`src/rtl/alarm_pkg.sv`:
```
// Alarm trigger shared definitions: state encoding and BCD alarm-time check.
// Imported by alarm_trigger; no ports.
package alarm_pkg;

  localparam logic [1:0] ST_IDLE    = 2'd0;
  localparam logic [1:0] ST_ARMED   = 2'd1;
  localparam logic [1:0] ST_RINGING = 2'd2;
  localparam logic [1:0] ST_SNOOZE  = 2'd3;

  typedef enum logic [1:0] {
    IDLE    = ST_IDLE,
    ARMED   = ST_ARMED,
    RINGING = ST_RINGING,
    SNOOZE  = ST_SNOOZE
  } state_t;

  // hh 00-23, mm 00-59, every nibble a decimal digit
  function automatic logic is_valid_bcd_time(
    input logic [7:0] h,
    input logic [7:0] m
  );
    return (h[3:0] <= 4'd9) && (h <= 8'h23) &&
           (m[3:0] <= 4'd9) && (m[7:4] <= 4'd5);
  endfunction

endpackage

```
`src/rtl/alarm_trigger_sec_tick_gen.sv`:
```
// One-second tick generator: 1-cycle tick every SYS_CLK_FREQ clocks after clr.
// Ports: clk, reset_n (async active-low), clr (sync restart), tick (out).
module sec_tick_gen #(
  parameter int unsigned SYS_CLK_FREQ = 100_000_000
) (
  input  logic clk,
  input  logic reset_n,
  input  logic clr,
  output logic tick
);

  localparam logic [31:0] LAST = 32'(SYS_CLK_FREQ - 1);

  logic [31:0] cnt;

  always_ff @(posedge clk or negedge reset_n) begin
    if (!reset_n) begin
      cnt <= '0;
    end else if (clr || cnt == LAST) begin
      cnt <= '0;
    end else begin
      cnt <= cnt + 32'd1;
    end
  end

  assign tick = !clr && (cnt == LAST);

endmodule

```
`src/rtl/alarm_trigger.sv`:
```
// Alarm trigger: stores a BCD alarm time, compares it with RTC reads and
// drives a level alarm with dismiss, snooze and ring timeout.
// Ports: clk, reset_n, time_valid, cur_hour, cur_min, alm_set, alm_hour_in,
//   alm_min_in, alm_en, dismiss, snooze -> alarm, state_o, alm_hour, alm_min.
// Build option: define ALARM_SNOOZE_EN to enable the snooze path.
module alarm_trigger
  import alarm_pkg::*;
#(
  parameter int unsigned SYS_CLK_FREQ     = 100_000_000,
  parameter int unsigned SNOOZE_MIN       = 5,
  parameter int unsigned RING_TIMEOUT_SEC = 60
) (
  input  logic       clk,
  input  logic       reset_n,
  input  logic       time_valid,
  input  logic [7:0] cur_hour,
  input  logic [7:0] cur_min,
  input  logic       alm_set,
  input  logic [7:0] alm_hour_in,
  input  logic [7:0] alm_min_in,
  input  logic       alm_en,
  input  logic       dismiss,
  input  logic       snooze,
  output logic       alarm,
  output logic [1:0] state_o,
  output logic [7:0] alm_hour,
  output logic [7:0] alm_min
);

  localparam logic [31:0] RING_LAST = 32'(RING_TIMEOUT_SEC - 1);

  state_t      state;
  logic        fired;
  logic [31:0] ring_cnt;
  logic        set_ok;
  logic        hit;
  logic        tick;
  logic        clr;

  assign set_ok = alm_set && is_valid_bcd_time(alm_hour_in, alm_min_in);
  assign hit    = time_valid && cur_hour == alm_hour && cur_min == alm_min;
  assign state_o = state;

`ifdef ALARM_SNOOZE_EN
  localparam logic [31:0] SNZ_LOAD = 32'(SNOOZE_MIN * 60);
  logic [31:0] snz_cnt;
  // Hold the tick counter at zero outside timed states so every entry
  // starts a fresh second; a snooze press restarts it for the snooze.
  assign clr = (state != RINGING && state != SNOOZE) ||
               (state == RINGING && snooze);
`else
  logic unused_snooze;
  assign unused_snooze = snooze;
  assign clr = (state != RINGING);
`endif

  sec_tick_gen #(
    .SYS_CLK_FREQ(SYS_CLK_FREQ)
  ) u_tick (
    .clk    (clk),
    .reset_n(reset_n),
    .clr    (clr),
    .tick   (tick)
  );

  always_ff @(posedge clk or negedge reset_n) begin
    if (!reset_n) begin
      state    <= IDLE;
      alarm    <= 1'b0;
      alm_hour <= 8'h00;
      alm_min  <= 8'h00;
      fired    <= 1'b0;
      ring_cnt <= '0;
`ifdef ALARM_SNOOZE_EN
      snz_cnt  <= '0;
`endif
    end else begin
      // Re-arm once the RTC has left the alarm minute
      if (time_valid && !hit) begin
        fired <= 1'b0;
      end
      if (set_ok) begin
        alm_hour <= alm_hour_in;
        alm_min  <= alm_min_in;
        fired    <= 1'b0;
      end
      if (!alm_en) begin
        state <= IDLE;
        alarm <= 1'b0;
      end else if (set_ok) begin
        state <= ARMED;
        alarm <= 1'b0;
      end else begin
        unique case (state)
          IDLE: begin
            state <= ARMED;
            alarm <= 1'b0;
          end
          ARMED: begin
            if (hit && !fired) begin
              state    <= RINGING;
              alarm    <= 1'b1;
              fired    <= 1'b1;
              ring_cnt <= '0;
            end
          end
          RINGING: begin
            if (dismiss) begin
              state <= ARMED;
              alarm <= 1'b0;
`ifdef ALARM_SNOOZE_EN
            end else if (snooze) begin
              state   <= SNOOZE;
              alarm   <= 1'b0;
              snz_cnt <= SNZ_LOAD;
`endif
            end else if (tick) begin
              if (ring_cnt == RING_LAST) begin
                state <= ARMED;
                alarm <= 1'b0;
              end else begin
                ring_cnt <= ring_cnt + 32'd1;
              end
            end
          end
          SNOOZE: begin
`ifdef ALARM_SNOOZE_EN
            if (dismiss) begin
              state <= ARMED;
              alarm <= 1'b0;
            end else if (tick) begin
              if (snz_cnt <= 32'd1) begin
                state    <= RINGING;
                alarm    <= 1'b1;
                ring_cnt <= '0;
              end else begin
                snz_cnt <= snz_cnt - 32'd1;
              end
            end
`else
            state <= ARMED;
            alarm <= 1'b0;
`endif
          end
        endcase
      end
    end
  end

endmodule

```
`config.mk`:
```
export PLATFORM = sky130hd
export DESIGN_NAME = alarm_trigger
export DESIGN_NICKNAME = d
export VERILOG_FILES = /design/src/rtl/alarm_pkg.sv /design/src/rtl/alarm_trigger_sec_tick_gen.sv /design/src/rtl/alarm_trigger.sv
export SDC_FILE = /design/constraint.sdc
export NUM_CORES = 1
export LEC_CHECK = 0
export ABC_AREA = 1
export CAP_MARGIN = 25
export CORE_ASPECT_RATIO = 1.1
export CORE_MARGIN = 3
export CORE_UTILIZATION = 58
export DETAILED_ROUTE_END_ITERATION = 10
export PLACE_DENSITY = 0.81
export SETUP_SLACK_MARGIN = 0.05
export SYNTH_ARGS = -nofsm -noshare
export SYNTH_HDL_FRONTEND = slang
export SYNTH_HIERARCHICAL = 1
export SYNTH_SLANG_ARGS = --single-unit
```
`constraint.sdc`:
```
create_clock -name clk -period 2.4 [get_ports clk]
set_input_delay 0.24 -clock clk [delete_from_list [all_inputs] [get_ports clk]]
set_output_delay 0.24 -clock clk [all_outputs]
set_load 0.03 [all_outputs]
```
==> out/results.txt <==
The flow ran to the end, and the final reports show no timing, DRC or antenna violations. The placeable core region is 9490 um^2. For the final total power, the log shows 3.46 mW. The total via count in the routed design is 5762, and the combinational share of power is 20.0%.

For the upper clock frequency limit, the log shows 452 MHz. Power share of the sequential group: 43.8%. The worst setup path is of the reg -> reg kind. Measured in cells, the most critical reg-to-reg path has a length of 15. During I/O placement, the number of pins put on the boundary was 58.

Global routing finished with a remaining overflow of 0. Using the TritonRoute via totals, the vias-per-cell ratio works out to 5.20. The clock tree synthesis step divided the H-tree into 3 levels. Summed over all failing endpoints, the final setup total negative slack is 0 ns. Of all nets on the critical path, the largest fanout is 16. Across the routed clock network, the largest skew measured is 0.00930 ns. Measured along the x axis, the die boundary spans 101 um.

Counting I/O delays and the setup requirement, the final critical path takes 2.21 ns. In the final design database the tool counted 1030 nets. At the pin with the least slew margin, the transition time is 0.535 ns. In this run the power spent charging and discharging nets is 1.02 mW. The logs give 0 for the final count of negative-setup-slack endpoints and 24.5 mm for the first-pass GRT wire length. The required time of the worst setup path was 2.66 ns.

Setup repair after global routing left no endpoint under its margin. In this run the static leakage power is 3.03 nW. The initial core utilization was 60.4%.

The worst IR drop on VDD was 539 uV; the instance count of the mapped netlist was 924. The worst hold path belongs to the class in -> async. The internal power component came out at 2.44 mW. Entering global routing, the biggest net connects 43 pins. The number of max-slew violations in the final report was 0. The tools report the weighted congestion reported at the end of routability-driven placement as 0.982. Headroom to the max-slew limit came out at 64.4%. STA classifies the critical path endpoint as a flip-flop.

The tree is rooted in a clkbuf_8. Net switching is 29.5% of the power. Global routing used 27.6% of the available tracks. The number of synthesis warnings is 6. The count of final hold-check violations was 0.

In this run, the clock network consumes 36.2% of the power. Summed over all layers, the routed wires come to 14.7 mm. The die extent in y was 110 um; the number of cell rows was 37.

In this run the remaining antenna-violating nets after routing total 0. The average footprint of a synthesized cell was 6.21 um^2; the half-perimeter wire length of the detailed placement result was 11.0 mm. For this design, the sink count on the clock tree is 83. The tools report the kind of launch point of the worst setup path as a flip-flop. Clock tree synthesis inserted a total of 9 buffers. Data arrives at the worst endpoint at 2.47 ns. After synthesis the cells add up to 5740 um^2. The number of different library cells used by synthesis comes to 27. After layout, the worst path uses 92.1% of the clock period. The tools report the initial antenna violation count as 0.

Clock-pin slew was measured on the worst setup and hold paths at 0.09 ns. The pre-antenna-repair detailed-routing pass consisted of 5 iterations. For this block, the initial DRC count from the detailed router was 377. In the routed design, unresolved DRC markers number 0.

Of the cells placed in the final design, the portion with a size suffix greater than 1 is 6.25%. No sink is reached through more buffers than the 2 on the longest clock path. The floorplan step defined a die boundary enclosing 11100 um^2. The total power divided by cell area is 510 nW/um^2. In this run the critical register-to-register path is captured at ring_cnt[14]$_DFFE_PN0P_. For flop-to-flop paths, the worst setup slack is 0.19 ns. Measured on the finished design, the core utilization comes to 71.6%.

After detailed routing, the average wire length per cell comes to 13.3 um. Summing the sequential cell areas from Yosys gives 36.2% of the chip area. TritonCTS built the clock tree.

The synthesized design contains 83 register bits. Compared with the post-synthesis result, the final layout area differs by 18.4%. The number of global-route vias before repair was 5272; the number of buffers inserted by port buffering was 56.

0 antenna diodes ended up in the layout. The startpoint identified for the worst register-to-register timing path is u_tick/cnt[1]$_DFF_PN0_. Synthesis produced a netlist with a net count of 967. The insertion delay of the later-clocked pin in the worst-skew pair came out at 0.37 ns. The tool flagged a number of max-cap violations equal to 0.
-- cells in the mapped netlist, drive strengths merged --
cell type	instances	area share (%)
a211oi	1	0.13
a31oi	1	0.11
buf	16	2.1
clkbuf	5	0.33
clkinv	1	0.065
dfrtp	83	36
ha	4	0.87
inv	93	6.1
nand2	360	24
nand3	80	7.1
nand3b	3	0.39
nand4	10	1.1
nor2	215	15
nor3	6	0.61
o21ai	16	1.4
o21bai	2	0.26
or2	1	0.11
xnor2	15	2.3
xor2	12	1.8
-- metal layers --
metal  track usage (%)  part of all wire [%]
met5                 0                     0
met4              12.4                   3.6
met3              2.77                   4.0
met2              46.9                    48
met1              35.6                    44
-- critical path, cell delays in order, from the launching register on --
cell	delay (ns)
dfrtp_1	0.37
ha_2	0.18
inv_1	0.06
nor2_4	0.14
nand2_4	0.10
nor2_4	0.14
nand2_4	0.08
nor2_4	0.09
nand2_1	0.05
nand2_1	0.05
nand4_1	0.15
nor2_4	0.22
buf_12	0.17
nand2_8	0.11
nand2_1	0.11
nand2_1	0.05
-- per-stage QoR --
stage	instance area, um^2	hold slack [ns]	setup slack, ns	instances
floorplan	5740	-0.0556	0.269	924
global route	6790	0.421	0.0508	1109
detailed placement	6400	0.255	0.110	1089
finish	6790	0.377	0.190	1109
global placement	6400	0.254	0.186	1089
CTS	6660	0.391	0.0682	1106
-- layout make-up --
cell class              instances  area (um^2)
multi-input cells             727         3240
clock buffers                   9          124
repair buffers                 72          731
clock inverters                 7          124
flip-flops and latches         83         2080
fillers                       824         2700
inverters                      94          353
well taps                     117          146
-- cell families after synthesis --
kind of cell	count (synthesis)	synth area share, %
buffers and inverters	115	8.61
XOR/XNOR	27	4.12
adder cells (fa/ha/maj)	4	0.872
flip-flops	83	36.2
AO/OA/AOI/OAI	20	1.90
AND/OR/NAND/NOR	675	48.3
-- what timing repair did --
item / CTS / global route
resized for setup: 0 / 18
buffers inserted: 0 / 1
endpoints found under the setup margin: 0 / 32
endpoints found under the hold margin: 39 / 0
hold buffers: 1 / 0
-- power groups by stage --
stage | logic [mW] | registers (mW) | clock network (mW)
global placement | 0.653 | 1.54 | 0
finish | 0.692 | 1.52 | 1.25
CTS | 0.662 | 1.52 | 1.27
global route | 0.755 | 1.53 | 1.32
detailed placement | 0.659 | 1.54 | 0
floorplan | 0.234 | 1.67 | 0
-- cell usage in the layout (no fill, tap or decap), types with 5 or more instances in the layout --
cell type        Yosys  final
nand2_1            352    352
xor2_1              12     12
nor2_2              11     11
inv_1               93     93
xnor2_1             15     15
clkdlybuf4s50_1      0     55
buf_4                2     12
nand3_1             79     79
nor3_1               5      5
nor2_4               3      7
o21ai_0             16     16
clkbuf_8             0      9
nand4_1             10     10
nor2_1             201    197
dfrtp_1             83     83
-- sequential cells by signal (all words and copies together), names as in the netlist --
name,count
alm_hour,8
fired,1
alarm,1
state_o,1
ring_cnt,32
u_tick/cnt,32
alm_min,8
-- worst max-delay path by stage --
| stage | startpoint | endpoint | slack [ns] | cells after the start |
|---|---|---|---|---|
| floorplan | alarm$_DFFE_PN0P_ | ring_cnt[7]$_DFFE_PN0P_ | 0.27 | 12 |
| global placement | u_tick/cnt[1]$_DFF_PN0_ | ring_cnt[21]$_DFFE_PN0P_ | 0.19 | 14 |
| detailed placement | u_tick/cnt[1]$_DFF_PN0_ | ring_cnt[14]$_DFFE_PN0P_ | 0.11 | 14 |
| CTS | u_tick/cnt[1]$_DFF_PN0_ | ring_cnt[14]$_DFFE_PN0P_ | 0.07 | 14 |
| global route | u_tick/cnt[1]$_DFF_PN0_ | ring_cnt[17]$_DFFE_PN0P_ | 0.05 | 15 |
| finish | u_tick/cnt[1]$_DFF_PN0_ | ring_cnt[14]$_DFFE_PN0P_ | 0.19 | 15 |
No activity file was read; power rests on OpenSTA's default activity.
